`src/rtl/tx_fifo_streamer_if.sv`:
```
// ---------------------------------------------------------------------------
// tx_fifo_streamer_if
// Groups every non-clock/non-reset signal of tx_fifo_streamer.
//   Write side : data_tx, wren_fifo_tx           (master -> slave)
//   Control    : size_fifo_tx, start_tx, clr_err (master -> slave)
//   Status     : ready_tx, fifo_level,
//                err_overflow, err_short         (slave -> master)
//   Stream out : out_data, out_valid, out_sop,
//                out_eop                         (slave -> master)
//                out_ready                       (master -> slave)
// The streamer itself uses the slave modport; the driving side uses master.
// ---------------------------------------------------------------------------
interface tx_fifo_streamer_if;
  logic [7:0] data_tx;
  logic       wren_fifo_tx;
  logic [7:0] size_fifo_tx;
  logic       start_tx;
  logic       ready_tx;
  logic [8:0] fifo_level;
  logic [7:0] out_data;
  logic       out_valid;
  logic       out_ready;
  logic       out_sop;
  logic       out_eop;
  logic       err_overflow;
  logic       err_short;
  logic       clr_err;

  modport slave (
    input  data_tx, wren_fifo_tx, size_fifo_tx, start_tx, out_ready, clr_err,
    output ready_tx, fifo_level, out_data, out_valid, out_sop, out_eop,
           err_overflow, err_short
  );

  modport master (
    output data_tx, wren_fifo_tx, size_fifo_tx, start_tx, out_ready, clr_err,
    input  ready_tx, fifo_level, out_data, out_valid, out_sop, out_eop,
           err_overflow, err_short
  );
endinterface

```
`src/rtl/tx_fifo_streamer.sv`:
```
// ---------------------------------------------------------------------------
// tx_fifo_streamer
// Byte FIFO that is filled continuously and drained as length-delimited
// packets onto a valid/ready byte stream with start/end-of-packet markers.
//   clk     : rising-edge system clock
//   reset_n : asynchronous, active-low reset
//   bus     : tx_fifo_streamer_if.slave (write port, packet control,
//             status/error flags, output stream)
// Parameter DEPTH: FIFO depth in bytes, power of two in 4..256.
// ---------------------------------------------------------------------------
module tx_fifo_streamer #(
  parameter int DEPTH = 256
) (
  input  logic               clk,
  input  logic               reset_n,
  tx_fifo_streamer_if.slave  bus
);

  localparam int AW = $clog2(DEPTH);
  localparam logic [AW-1:0] PTR_ONE    = AW'(1);
  localparam logic [8:0]    LEVEL_FULL = 9'(DEPTH);

  typedef enum logic [1:0] {
    ST_IDLE = 2'd0,
    ST_LOAD = 2'd1,
    ST_SEND = 2'd2
  } state_t;

  state_t          state_r;
  state_t          state_s;

  logic [7:0]      mem [DEPTH];
  logic [AW-1:0]   wr_ptr_r;
  logic [AW-1:0]   rd_ptr_r;
  logic [8:0]      level_r;
  logic [8:0]      level_s;
  logic [7:0]      rem_r;

  logic [7:0]      out_data_r;
  logic            out_valid_r;
  logic            out_sop_r;
  logic            out_eop_r;
  logic            err_overflow_r;
  logic            err_short_r;

  logic            xfer_s;
  logic            pop_s;
  logic            full_s;
  logic            wr_acc_s;
  logic            ovf_evt_s;
  logic            short_evt_s;
  logic            launch_s;
  logic            last_xfer_s;

  // FIFO occupancy and write acceptance; a pop in the same cycle frees a
  // slot, so a full FIFO can still take a byte while streaming.
  always_comb begin
    xfer_s    = out_valid_r & bus.out_ready;
    full_s    = (level_r == LEVEL_FULL);
    wr_acc_s  = bus.wren_fifo_tx & (~full_s | pop_s);
    ovf_evt_s = bus.wren_fifo_tx & full_s & ~pop_s;
    level_s   = level_r + 9'(wr_acc_s) - 9'(pop_s);
  end

  // Packet FSM next-state and per-cycle control strobes.
  always_comb begin
    state_s     = state_r;
    pop_s       = 1'b0;
    launch_s    = 1'b0;
    short_evt_s = 1'b0;
    last_xfer_s = 1'b0;
    case (state_r)
      ST_IDLE: begin
        if (bus.start_tx) begin
          if (bus.size_fifo_tx == 8'd0) begin
            state_s = ST_IDLE;
          end else if ({1'b0, bus.size_fifo_tx} > level_r) begin
            // Not enough bytes buffered: refuse the packet, touch nothing.
            short_evt_s = 1'b1;
            state_s     = ST_IDLE;
          end else begin
            launch_s = 1'b1;
            state_s  = ST_LOAD;
          end
        end else begin
          state_s = ST_IDLE;
        end
      end
      ST_LOAD: begin
        pop_s   = 1'b1;
        state_s = ST_SEND;
      end
      ST_SEND: begin
        if (xfer_s) begin
          if (rem_r > 8'd1) begin
            // Refill the output register on the same edge: no bubble.
            pop_s   = 1'b1;
            state_s = ST_SEND;
          end else begin
            last_xfer_s = 1'b1;
            state_s     = ST_IDLE;
          end
        end else begin
          state_s = ST_SEND;
        end
      end
      default: begin
        state_s = ST_IDLE;
      end
    endcase
  end

  // FSM state register.
  always_ff @(posedge clk or negedge reset_n) begin
    if (!reset_n) begin
      state_r <= ST_IDLE;
    end else begin
      state_r <= state_s;
    end
  end

  // Read/write pointers (wrap naturally at DEPTH) and fill level.
  always_ff @(posedge clk or negedge reset_n) begin
    if (!reset_n) begin
      wr_ptr_r <= {AW{1'b0}};
      rd_ptr_r <= {AW{1'b0}};
      level_r  <= 9'd0;
    end else begin
      if (wr_acc_s) begin
        wr_ptr_r <= wr_ptr_r + PTR_ONE;
      end
      if (pop_s) begin
        rd_ptr_r <= rd_ptr_r + PTR_ONE;
      end
      level_r <= level_s;
    end
  end

  // Storage array; contents are don't-care after reset.
  always_ff @(posedge clk) begin
    if (wr_acc_s) begin
      mem[wr_ptr_r] <= bus.data_tx;
    end
  end

  // Bytes of the current packet still to be transferred, counting the
  // one currently presented on out_data.
  always_ff @(posedge clk or negedge reset_n) begin
    if (!reset_n) begin
      rem_r <= 8'd0;
    end else if (launch_s) begin
      rem_r <= bus.size_fifo_tx;
    end else if (xfer_s) begin
      rem_r <= rem_r - 8'd1;
    end
  end

  // Registered output beat. eop is precomputed from the count that will be
  // left after this load so it lines up with the beat it marks.
  always_ff @(posedge clk or negedge reset_n) begin
    if (!reset_n) begin
      out_data_r  <= 8'd0;
      out_valid_r <= 1'b0;
      out_sop_r   <= 1'b0;
      out_eop_r   <= 1'b0;
    end else if (pop_s) begin
      out_data_r  <= mem[rd_ptr_r];
      out_valid_r <= 1'b1;
      out_sop_r   <= (state_r == ST_LOAD);
      out_eop_r   <= (state_r == ST_LOAD) ? (rem_r == 8'd1) : (rem_r == 8'd2);
    end else if (last_xfer_s) begin
      out_valid_r <= 1'b0;
      out_sop_r   <= 1'b0;
      out_eop_r   <= 1'b0;
    end
  end

  // Sticky error flags; a new event wins over a coincident clear.
  always_ff @(posedge clk or negedge reset_n) begin
    if (!reset_n) begin
      err_overflow_r <= 1'b0;
      err_short_r    <= 1'b0;
    end else begin
      if (ovf_evt_s) begin
        err_overflow_r <= 1'b1;
      end else if (bus.clr_err) begin
        err_overflow_r <= 1'b0;
      end
      if (short_evt_s) begin
        err_short_r <= 1'b1;
      end else if (bus.clr_err) begin
        err_short_r <= 1'b0;
      end
    end
  end

  assign bus.ready_tx     = (state_r == ST_IDLE);
  assign bus.fifo_level   = level_r;
  assign bus.out_data     = out_data_r;
  assign bus.out_valid    = out_valid_r;
  assign bus.out_sop      = out_sop_r;
  assign bus.out_eop      = out_eop_r;
  assign bus.err_overflow = err_overflow_r;
  assign bus.err_short    = err_short_r;

endmodule

```
`src/flat_wrapper.sv`:
```
// flat-port wrapper written by rule: the top's interface ports become plain ports
module tx_fifo_streamer_flat 
#(
  parameter int DEPTH = 256
)
  (clk, reset_n, bus_data_tx, bus_wren_fifo_tx, bus_size_fifo_tx, bus_start_tx, bus_out_ready, bus_clr_err, bus_ready_tx, bus_fifo_level, bus_out_data, bus_out_valid, bus_out_sop, bus_out_eop, bus_err_overflow, bus_err_short);
  tx_fifo_streamer_if bus_i ();
  input  logic clk;
  input  logic reset_n;
  input wire logic [$bits(bus_i.data_tx)-1:0] bus_data_tx;
  input wire logic [$bits(bus_i.wren_fifo_tx)-1:0] bus_wren_fifo_tx;
  input wire logic [$bits(bus_i.size_fifo_tx)-1:0] bus_size_fifo_tx;
  input wire logic [$bits(bus_i.start_tx)-1:0] bus_start_tx;
  input wire logic [$bits(bus_i.out_ready)-1:0] bus_out_ready;
  input wire logic [$bits(bus_i.clr_err)-1:0] bus_clr_err;
  output wire logic [$bits(bus_i.ready_tx)-1:0] bus_ready_tx;
  output wire logic [$bits(bus_i.fifo_level)-1:0] bus_fifo_level;
  output wire logic [$bits(bus_i.out_data)-1:0] bus_out_data;
  output wire logic [$bits(bus_i.out_valid)-1:0] bus_out_valid;
  output wire logic [$bits(bus_i.out_sop)-1:0] bus_out_sop;
  output wire logic [$bits(bus_i.out_eop)-1:0] bus_out_eop;
  output wire logic [$bits(bus_i.err_overflow)-1:0] bus_err_overflow;
  output wire logic [$bits(bus_i.err_short)-1:0] bus_err_short;
  assign bus_i.data_tx = bus_data_tx;
  assign bus_i.wren_fifo_tx = bus_wren_fifo_tx;
  assign bus_i.size_fifo_tx = bus_size_fifo_tx;
  assign bus_i.start_tx = bus_start_tx;
  assign bus_i.out_ready = bus_out_ready;
  assign bus_i.clr_err = bus_clr_err;
  assign bus_ready_tx = bus_i.ready_tx;
  assign bus_fifo_level = bus_i.fifo_level;
  assign bus_out_data = bus_i.out_data;
  assign bus_out_valid = bus_i.out_valid;
  assign bus_out_sop = bus_i.out_sop;
  assign bus_out_eop = bus_i.out_eop;
  assign bus_err_overflow = bus_i.err_overflow;
  assign bus_err_short = bus_i.err_short;
  tx_fifo_streamer #(.DEPTH(DEPTH)) u_core (.clk(clk), .reset_n(reset_n), .bus(bus_i));
endmodule
```
`config.mk`:
```
export PLATFORM = sky130hd
export DESIGN_NAME = tx_fifo_streamer_flat
export DESIGN_NICKNAME = d
export VERILOG_FILES = /design/src/rtl/tx_fifo_streamer_if.sv /design/src/rtl/tx_fifo_streamer.sv /design/src/flat_wrapper.sv
export SDC_FILE = /design/constraint.sdc
export NUM_CORES = 2
export LEC_CHECK = 0
export BUFFER_PORTS_ARGS = -buffer_cell sky130_fd_sc_hd__buf_4
export CAP_MARGIN = 0
export CORE_ASPECT_RATIO = 1.25
export CORE_MARGIN = 4
export CORE_UTILIZATION = 53
export CTS_CLUSTER_DIAMETER = 80
export DETAILED_ROUTE_END_ITERATION = 10
export GPL_TIMING_DRIVEN = 0
export HOLD_SLACK_MARGIN = 0.15
export PLACE_DENSITY = 0.72
export SKIP_CTS_REPAIR_TIMING = 1
export SLEW_MARGIN = 30
export SYNTH_ARGS = -nofsm -noshare
export SYNTH_HDL_FRONTEND = slang
export SYNTH_SLANG_ARGS = --single-unit
```
`constraint.sdc`:
```
create_clock -name clk -period 10.4 [get_ports clk]
set_input_delay 2.08 -clock clk [delete_from_list [all_inputs] [get_ports clk]]
set_output_delay 2.08 -clock clk [all_outputs]
set_load 0.005 [all_outputs]
```
==> metrics.md <==
| Metric | Value |
|---|---|
| Asr flop ratio synth | `approximately 2.3%` |
| Fin. max-slew vios | `0` |
| Ys Warns | `0` |
| Die Wd | `approximately 360 µm` |
| VDD IR-drop max | `about 170 µV` |
| First-pass GRT wire length | `between 300000 and 400000 µm` |
| Final hold slack | `516 ps` |
| Placed insts | `approximately 6000` |
| Root Driver | `clkbuf_16` |
| Final hold viol count | `0` |
| Setup WS post-layout | `roughly 4600 ps` |
| Slew margin rel. | `between 20% and 30%` |
| Initial antenna violation count | `20` |
| Layout fillers | `10500` |
| CTS tree | `done` |
| Largest net degree at the start of global routing | `between 100 and 150` |
| Most common cell after layout, fill and taps aside | `edfxtp_1` |
| Setup crit start kind | `primary input` |
| Fmax | `around 170 MHz` |
| Post-DP Area | `slightly below 90000 µm²` |
| RSZ-0062 raised after global routing | `no` |
| NetSw | `~3.8 mW` |
| All-Layer GR Usage | `a little over a third` |
| Vias in the first global route | `44100` |
| Final setup fails | `0` |
| RePlAce Congestion | `about 1.0` |
| DR iter-0 viols | `9114` |
| Die ar. | `~160000 µm²` |
| Mapped Area | `82200 µm²` |
| Number of synthesized flops with an enable pin | `roughly 2000` |
| Synth Net Count | `between 3000 and 4000` |
| Worst-Margin Slew | `about 1200 ps` |
| Clock skew | `approximately 44 ps` |
| CP max FO | `10` |
| Avg Inst Size Synth | `~21 µm²` |
| Status | `finished, final reports clean` |
| Die Y | `448 µm` |
| Buffers on Ports | `44` |
| Sw Ratio | `about 22%` |
| Syn Inst Count | `a little under 4000` |
| Count of cell types in the netlist | `67` |
| Core Footprint | `around 150000 µm²` |
| Power Total | `roughly 17 mW` |
| Pwr Density | `186 nW/µm²` |
| CTS Sinks | `between 2000 and 2500` |
| Final ANT Viol Nets | `0` |
| Fin crit period | `between 5000 and 6000 ps` |
| Final Util | `around three fifths` |
| DRC errors left | `0` |
| Post-synthesis sequential area ratio | `76.2%` |
| Crit share post-route | `around 56%` |
| Clock power frac | `roughly 40%` |
| Sequential power share | `a little over half` |
| CP Data Arrival Time | `6270 ps` |
| Worst Path Required | `10850 ps` |
| Fin cells | `6401` |
| Number of max-cap violations | `0` |
| DRT Pass-1 Iters | `7` |
| CTS buffer count | `186` |
| Post-place setup slack | `4120 ps` |
| Most frequent cells in the layout | `edfxtp_1 (2048), mux4_2 (483), nor2_1 (268), mux2i_1 (206), clkbuf_16 (188)` |
| Post-Layout Inst Area | `just over 90000 µm²` |
| Clock Latency Late Sink | `between 800 and 900 ps` |
| Via/cell ratio | `just over 7` |
| P_int | `13.4 mW` |
| Share of layout cells above drive strength 1 | `24.9%` |
| Gr ovfl total | `0` |
| IO Count | `45` |
| Wire per inst | `~45 µm` |
| Area Growth Syn to Fin | `12.9%` |
| H-Tree Depth | `4` |
| Row count | `161` |
| Setup TNS | `0 ps` |
| DR vias | `between 40000 and 50000` |
| Tightest Hold Check Type | `flip-flop to flip-flop` |
| Clock buffer depth | `3` |
| Nets | `4244` |
| Initial Utilization | `53.4%` |
| Combinational cell fraction of total power | `under 10%` |
| Synth Register Bits | `between 2000 and 2500` |
| Leakage | `roughly 29 nW` |
| Dpl hpwl | `approximately 190000 µm` |
| Clock Pin Slew Worst Setup and Hold Paths | `60 ps` |
| Crit end category | `flip-flop` |
| WL final | `291000 µm` |
| Top FF cell, synth | `edfxtp_1` |
| Setup Crit Path Kind | `primary input to flip-flop` |
[cells in the mapped netlist, types with 6 or more instances]
| cell | count | area share (%) |
|---|---|---|
| a211oi_1 | 25 | 0.23 |
| a21oi_1 | 38 | 0.23 |
| a221oi_1 | 21 | 0.22 |
| a22o_1 | 11 | 0.12 |
| a22oi_1 | 44 | 0.40 |
| a31oi_1 | 6 | 0.046 |
| and3_1 | 7 | 0.053 |
| buf_1 | 16 | 0.073 |
| buf_2 | 53 | 0.32 |
| buf_4 | 13 | 0.12 |
| buf_6 | 29 | 0.40 |
| buf_8 | 15 | 0.27 |
| clkbuf_1 | 95 | 0.43 |
| dfrtp_1 | 48 | 1.5 |
| edfxtp_1 | 2048 | 75 |
| ha_1 | 31 | 0.47 |
| inv_1 | 24 | 0.11 |
| mux2_2 | 16 | 0.22 |
| mux2i_1 | 206 | 2.5 |
| mux4_2 | 483 | 13 |
| nand2_1 | 85 | 0.39 |
| nand3_1 | 23 | 0.14 |
| nand4_1 | 13 | 0.099 |
| nor2_1 | 300 | 1.4 |
| nor2b_1 | 19 | 0.14 |
| nor3_1 | 17 | 0.10 |
| nor4_1 | 7 | 0.053 |
| o211ai_1 | 12 | 0.11 |
| o21a_1 | 6 | 0.055 |
| o21ai_0 | 42 | 0.26 |
| o21ai_1 | 6 | 0.037 |
| o221ai_1 | 17 | 0.18 |
| o22ai_1 | 31 | 0.24 |
| xnor2_1 | 22 | 0.23 |
| xor2_1 | 7 | 0.075 |
[power groups by stage]
stage | registers, mW | clock network (mW) | logic [mW]
after floorplan | 9.59 | 0 | 0.347
final | 9.42 | 6.95 | 0.872
after detailed placement | 9.60 | 0 | 0.825
after CTS | 9.42 | 6.90 | 0.827
after global routing | 9.43 | 7.28 | 0.900
after global placement | 9.61 | 0 | 0.740
[logic make-up (layout without fill, tap and decap cells)]
family | Yosys count | after routing | synth area share [%]
adder cells (fa/ha/maj) | 32 | 32 | 0.496
AND/OR/NAND/NOR | 494 | 494 | 2.54
other | 0 | 19 | 0
multiplexers | 709 | 709 | 16.1
AO/OA/AOI/OAI | 296 | 296 | 2.56
flip-flops | 2096 | 2096 | 76.2
buffers and inverters | 248 | 689 | 1.78
XOR/XNOR | 29 | 29 | 0.309
[per-layer routing]
metal  vias up  routed length, µm  global-route usage, %
met5         -                117                      0
met4        12              30700                   29.9
met3      1202              40700                   12.1
met2      4543             130000                   53.7
met1     23800              89100                   43.2
li1      16800                  -                      -
[worst paths after layout]
path / end / start / cells after the start / slack, ps
max reg2reg: u_core.bus.out_data[3]$_DFFE_PN0P_ / u_core.rd_ptr_r[1]$_DFFE_PN0P_ / 9 / 4810
min in group asynchronous: u_core.bus.fifo_level[2]$_DFF_PN0_ / reset_n / 1 / 1310
min: u_core.bus.out_sop$_DFFE_PN0P_ / u_core.bus.out_sop$_DFFE_PN0P_ / 1 / 520
min reg2reg: u_core.bus.out_sop$_DFFE_PN0P_ / u_core.bus.out_sop$_DFFE_PN0P_ / 1 / 520
max: u_core.mem[195][3]$_DFFE_PP_ / bus_out_ready / 10 / 4580
max in group asynchronous: u_core.rd_ptr_r[1]$_DFFE_PN0P_ / reset_n / 1 / 8570
[sequential cells by signal, indices dropped and copies added, names as in the netlist]
signal / cells
u_core.bus.fifo_level: 9
u_core.bus.out_sop: 1
u_core.wr_ptr_r: 8
u_core.bus.err_short: 1
u_core.mem: 2048
u_core.rem_r: 8
u_core.bus.out_data: 8
u_core.bus.out_valid: 1
u_core.state_r: 2
u_core.rd_ptr_r: 8
u_core.bus.err_overflow: 1
u_core.bus.out_eop: 1
[worst max-delay path, stage by stage]
cell and delay [ps]:
buf_4 90, and3_1 140, o31a_1 150, o21ai_1 120
a21boi_2 740, nor3b_1 460, nand2_1 710, clkbuf_2 620
buf_16 330, nor2_1 800
[cell type report]
class	count	area, µm²	share of cell area [%]
Clock buffer	245	4970	5.35
Inverter	25	93.8	0.101
Buffer	223	1460	1.57
Clock inverter	98	1030	1.11
Multi-Input combinational cell	1560	18200	19.6
Tap cell	2037	2550	2.75
Antenna cell	19	47.5	0.0512
Timing Repair Buffer	98	1820	1.96
Sequential cell	2096	62700	67.5
Power figures use the tool's default switching activity.
